**src/rtl/reg_dump_pkg.sv**
```systemverilog
// Shared widths and FSM state encoding for the register-file dump reader.
package reg_dump_pkg;

   localparam int REG_ID_W = 5;
   localparam int DATA_W   = 32;

   typedef enum logic [1:0] {
      IDLE   = 2'd0,
      SAMPLE = 2'd1,
      SEND   = 2'd2,
      DONE   = 2'd3
   } state_t;

endpackage

```
**src/rtl/reg_dump_if.sv**
```systemverilog
// Valid/ready stream carrying one (register id, value) word per handshake.
interface reg_dump_if;
   import reg_dump_pkg::*;

   logic                out_valid;
   logic                out_ready;
   logic [REG_ID_W-1:0] out_id;
   logic [DATA_W-1:0]   out_data;
   logic                out_last;

   modport master (output out_valid, out_id, out_data, out_last, input out_ready);
   modport slave  (input out_valid, out_id, out_data, out_last, output out_ready);

endinterface

```
**src/rtl/reg_dump.sv**
```systemverilog
// Walks the Mips debug read port over [FIRST_REG..LAST_REG] and streams (id, value) words.
// Optional REG_DUMP_SKIP_ZERO_EN: registers sampling as zero are not emitted.
//
// state  | meaning
// IDLE   | waiting for start; index counter held at FIRST_REG
// SAMPLE | register reg_out_data / counter into the output word
// SEND   | out_valid high, word held until out_ready
// DONE   | one-cycle done pulse, then back to IDLE
module reg_dump
   import reg_dump_pkg::*;
#(
   parameter int FIRST_REG = 0,
   parameter int LAST_REG  = 31
) (
   input  logic                clock,
   input  logic                reset,
   input  logic                start,
   output logic                busy,
   output logic                done,
   output logic [REG_ID_W-1:0] reg_out_id,
   input  logic [DATA_W-1:0]   reg_out_data,
   reg_dump_if.master          strm
);

   localparam logic [REG_ID_W-1:0] FIRST_ID = REG_ID_W'(FIRST_REG);
   localparam logic [REG_ID_W-1:0] LAST_ID  = REG_ID_W'(LAST_REG);

   state_t              r_state;
   state_t              w_next;
   logic [REG_ID_W-1:0] r_cnt;
   logic [REG_ID_W-1:0] w_cnt_next;
   logic                w_capture;
   logic [REG_ID_W-1:0] r_out_id;
   logic [DATA_W-1:0]   r_out_data;
   logic                r_out_last;

   always_ff @(posedge clock) begin
      if (reset) begin
         r_state    <= IDLE;
         r_cnt      <= FIRST_ID;
         r_out_id   <= '0;
         r_out_data <= '0;
         r_out_last <= 1'b0;
      end else begin
         r_state <= w_next;
         r_cnt   <= w_cnt_next;
         if (w_capture) begin
            r_out_id   <= r_cnt;
            r_out_data <= reg_out_data;
            r_out_last <= (r_cnt == LAST_ID);
         end
      end
   end

   always_comb begin
      w_next     = r_state;
      w_cnt_next = r_cnt;
      w_capture  = 1'b0;
      case (r_state)
         IDLE: begin
            w_cnt_next = FIRST_ID;
            if (start) w_next = SAMPLE;
         end
         SAMPLE: begin
`ifdef REG_DUMP_SKIP_ZERO_EN
            // zero registers are skipped without leaving SAMPLE
            if (reg_out_data == '0) begin
               if (r_cnt == LAST_ID) w_next = DONE;
               else                  w_cnt_next = r_cnt + REG_ID_W'(1);
            end else begin
               w_capture = 1'b1;
               w_next    = SEND;
            end
`else
            w_capture = 1'b1;
            w_next    = SEND;
`endif
         end
         SEND: begin
            if (strm.out_ready) begin
               if (r_cnt == LAST_ID) begin
                  w_next = DONE;
               end else begin
                  w_cnt_next = r_cnt + REG_ID_W'(1);
                  w_next     = SAMPLE;
               end
            end
         end
         DONE:    w_next = IDLE;
         default: w_next = IDLE;
      endcase
   end

   assign busy           = (r_state != IDLE);
   assign done           = (r_state == DONE);
   assign reg_out_id     = r_cnt;
   assign strm.out_valid = (r_state == SEND);
   assign strm.out_id    = r_out_id;
   assign strm.out_data  = r_out_data;
   assign strm.out_last  = r_out_last;

endmodule
```
**src/flat_wrapper.sv**
```systemverilog
// flat-port wrapper written by rule: the top's interface ports become plain ports
module reg_dump_flat import reg_dump_pkg::*;
#(
   parameter int FIRST_REG = 0,
   parameter int LAST_REG  = 31
)
  (clock, reset, start, busy, done, reg_out_id, reg_out_data, strm_out_valid, strm_out_id, strm_out_data, strm_out_last, strm_out_ready);
  reg_dump_if strm_i ();
  input  logic clock;
  input  logic reset;
  input  logic start;
  output logic busy;
  output logic done;
  output logic [REG_ID_W-1:0] reg_out_id;
  input  logic [DATA_W-1:0] reg_out_data;
  output wire logic [$bits(strm_i.out_valid)-1:0] strm_out_valid;
  output wire logic [$bits(strm_i.out_id)-1:0] strm_out_id;
  output wire logic [$bits(strm_i.out_data)-1:0] strm_out_data;
  output wire logic [$bits(strm_i.out_last)-1:0] strm_out_last;
  input wire logic [$bits(strm_i.out_ready)-1:0] strm_out_ready;
  assign strm_out_valid = strm_i.out_valid;
  assign strm_out_id = strm_i.out_id;
  assign strm_out_data = strm_i.out_data;
  assign strm_out_last = strm_i.out_last;
  assign strm_i.out_ready = strm_out_ready;
  reg_dump #(.FIRST_REG(FIRST_REG), .LAST_REG(LAST_REG)) u_core (.clock(clock), .reset(reset), .start(start), .busy(busy), .done(done), .reg_out_id(reg_out_id), .reg_out_data(reg_out_data), .strm(strm_i));
endmodule
```
**config.mk**
```make
export PLATFORM = sky130hd
export DESIGN_NAME = reg_dump_flat
export DESIGN_NICKNAME = d
export VERILOG_FILES = /design/src/rtl/reg_dump_pkg.sv /design/src/rtl/reg_dump_if.sv /design/src/rtl/reg_dump.sv /design/src/flat_wrapper.sv
export SDC_FILE = /design/constraint.sdc
export NUM_CORES = 1
export LEC_CHECK = 0
export ABC_AREA = 0
export ABC_CLOCK_PERIOD_IN_PS = 5300
export CORE_MARGIN = 2
export CORE_UTILIZATION = 43
export DETAILED_ROUTE_END_ITERATION = 8
export HOLD_SLACK_MARGIN = 0.05
export PLACE_DENSITY = 0.9
export RECOVER_POWER = 100
export SYNTH_ARGS = -nofsm -noshare
export SYNTH_HDL_FRONTEND = slang
export SYNTH_SLANG_ARGS = --single-unit
```
**constraint.sdc**
```tcl
create_clock -name clock -period 5.3 [get_ports clock]
set_input_delay 0.53 -clock clock [delete_from_list [all_inputs] [get_ports clock]]
set_output_delay 0.53 -clock clock [all_outputs]
set_load 0.01 [all_outputs]
```
==> metrics.cfg <==
[sta]
tns_ns = 0
relSlewSlack = -0.321
final-max-slew-violation-count = 48
skew_ns = 0.00676
fin_crit_sh = 0.427
setup_violations = 0
worst_slack_ns = 3.04
rsz0062_at_grt = false
fmax_mhz = 442
max_slew.worst_pin.slew_ns = 1.98
finalHoldViolCount = 0
fin_crit_ns = 2.26

[status]
violations = max-capacitance violations, max-slew violations
status = finished with violations

[detailed_routing]
drcViolationCount = 0
vias_per_cell = 4.86
wl_per_cell_microns = 12.0
vias = 1638
antenna_left = 0
drt-pass1-iter-count = 4
drt-total-wl_microns = 4050
first_iter_violations = 59

[finish]
layout_commonest_cell = nand2_1
nNetsFinal = 326
syn_to_final_growth_pct = 52.6
final_layout_size_suffix_gt1_frac = 0.0450
postLayoutCellArea_sq_mm = 0.00259
antennaDiodeCount = 0
layout_common_cells = 81 x nand2_1, 45 x dlygate4sd3_1, 45 x dfxtp_1
fillers = 328
fin_cells = 337

[grt]
grt_antenna_before_repair = 0
overflow = 0
grt_pass1_vias = 1540
grt_pass1_wl_microns = 6780
grt.total_usage = 0.201
grt_max_degree = 48

[critical_path]
critPathCaptureType = output port
crit_path_start_kind = flop
crit_type = flop to output port
crit_family = buffers and inverters
critPathMaxStageDelay_ns = 0.62
path_cells = nand2b_1 > inv_1 > dlygate4sd3_1
path_max_fanout = 15
worst-path-buf-inv = 2
cpMaxStageDelayCell = dlygate4sd3_1
required_ns = 4.77
arrival_ns = 1.73

[floorplanning]
fp.dieH_microns = 66.9
die_x_microns = 66.9
initial_utilization = 0.454
core-area_sq_mm = 0.00374
rows = 22
dieArea_sq_mm = 0.00447
ios = 82

[yosys]
yosys.area.top_type = dfxtp_1
avgSynthCellArea_sq_um = 7.98
syn_inst = 213
synth_seq_area_share = 0.530
synthDistinctLibCells = 25
netlist_area_sq_mm = 0.00170
ys_ff_latch = 45
synth.area.top_cells = dfxtp_1 53%, nand2_1 18%, a21oi_1 11%
synth_top_area_share = 0.530
syn_nets = 251
synth.yosys.warnings = 0

[clocking]
ctsHoldBuffers = 0
post_cts_resized = 0
post_cts_buffers = 0
cts_max_path_buffers = 2
clk_pin_slew_ns = 0.08
cts_buffers = 5
cts_sinks = 45
clockRootBuffer = clkbuf_8
cts_htree_levels = 2
clock_latency_ns = 0.30
cts_tree = yes

[place]
place_inst = 329
pre_cts_ws_ns = 3.41
portBuffers = 81
dpl-instance-area_sq_mm = 0.00251
gp_congestion = 0.763
place_hpwl_microns = 2740

[worst_hold_path]
hold_class = flop to flop

[power]
p_leak_nw = 1.05
irDropWorstVdd_mv = 0.196
total_power_uw = 663
powerDensity_mw_per_mm2 = 256

[run]
drv_cap = 1

==> final cells by class <==
type	count	area [sq um]	area share
tap	48	60.1	0.0232
sequential	45	901	0.347
inverter	2	7.51	0.00290
timing repair buffer	83	820	0.316
clock inverter	3	17.5	0.00676
clock buffer	5	68.8	0.0265
multi-input combinational	151	718	0.277
==> metal layers <==
metal  GRT usage  vias up  share of wire
li1            -      846              -
met1       0.238      723           0.42
met2       0.316       62           0.46
met3      0.0895        7           0.10
met4      0.0842        0          0.017
met5           0        -              0
==> registers in the layout, summed over array words and instances, names as in the netlist <==
| name | count |
|---|---|
| u_core.r_state | 2 |
| u_core.strm.out_data | 32 |
| u_core.strm.out_last | 1 |
| u_core.strm.out_id | 5 |
| u_core.reg_out_id | 5 |
==> worst paths after layout <==
check	startpoint	to	slack, ns	cells past startpoint
min	u_core.strm.out_data[3]	u_core.strm.out_data[3]	0.45	2
max reg2reg	u_core.reg_out_id[0]	u_core.reg_out_id[3]	3.40	6
max	u_core.r_state[1]	strm_out_valid	3.04	3
min reg2reg	u_core.strm.out_data[3]	u_core.strm.out_data[3]	0.45	2
==> where the power goes <==
group          switching (mW)  internal [mW]
clock                   0.112         0.0909
sequential            0.00934          0.352
combinational          0.0448         0.0532
total                   0.166          0.496
==> synthesized netlist by cell type (all sizes together) <==
library cell   n
a31oi          4
or2            1
nand2b         3
and2b          1
o221ai         1
mux2i          1
a21oi         39
clkbuf         8
nor3           1
nand3          7
nor2           2
and2           1
ha             2
and3           1
nand3b         2
or4            1
inv            2
nand2         81
o211ai         1
buf            7
dfxtp         45
nor3b          2
==> worst reg2reg max path: stages (launching register included) <==
cell and delay, ns:
dfxtp_1 0.36, ha_1 0.25, and3_1 0.19, ha_1 0.21, nand2b_4 0.18, or4_1 0.46, a31oi_1 0.16
==> cells by family (layout without fill, tap and decap cells) <==
group,Yosys count,in the layout,share of synthesized area
mux,1,1,0.00589
simple gates,103,103,0.263
flops,45,45,0.530
compound gates,45,45,0.139
buf+inv,17,93,0.0471
fa+ha+maj,2,2,0.0147
==> through the flow <==
step	hold WS, ns	utilization
after floorplan	0.481	-
after global routing	0.473	0.693
final	0.452	0.693
after global placement	0.440	0.670
after detailed placement	0.447	0.670
after CTS	0.458	0.693
No activity file was read; power rests on OpenSTA's default activity.
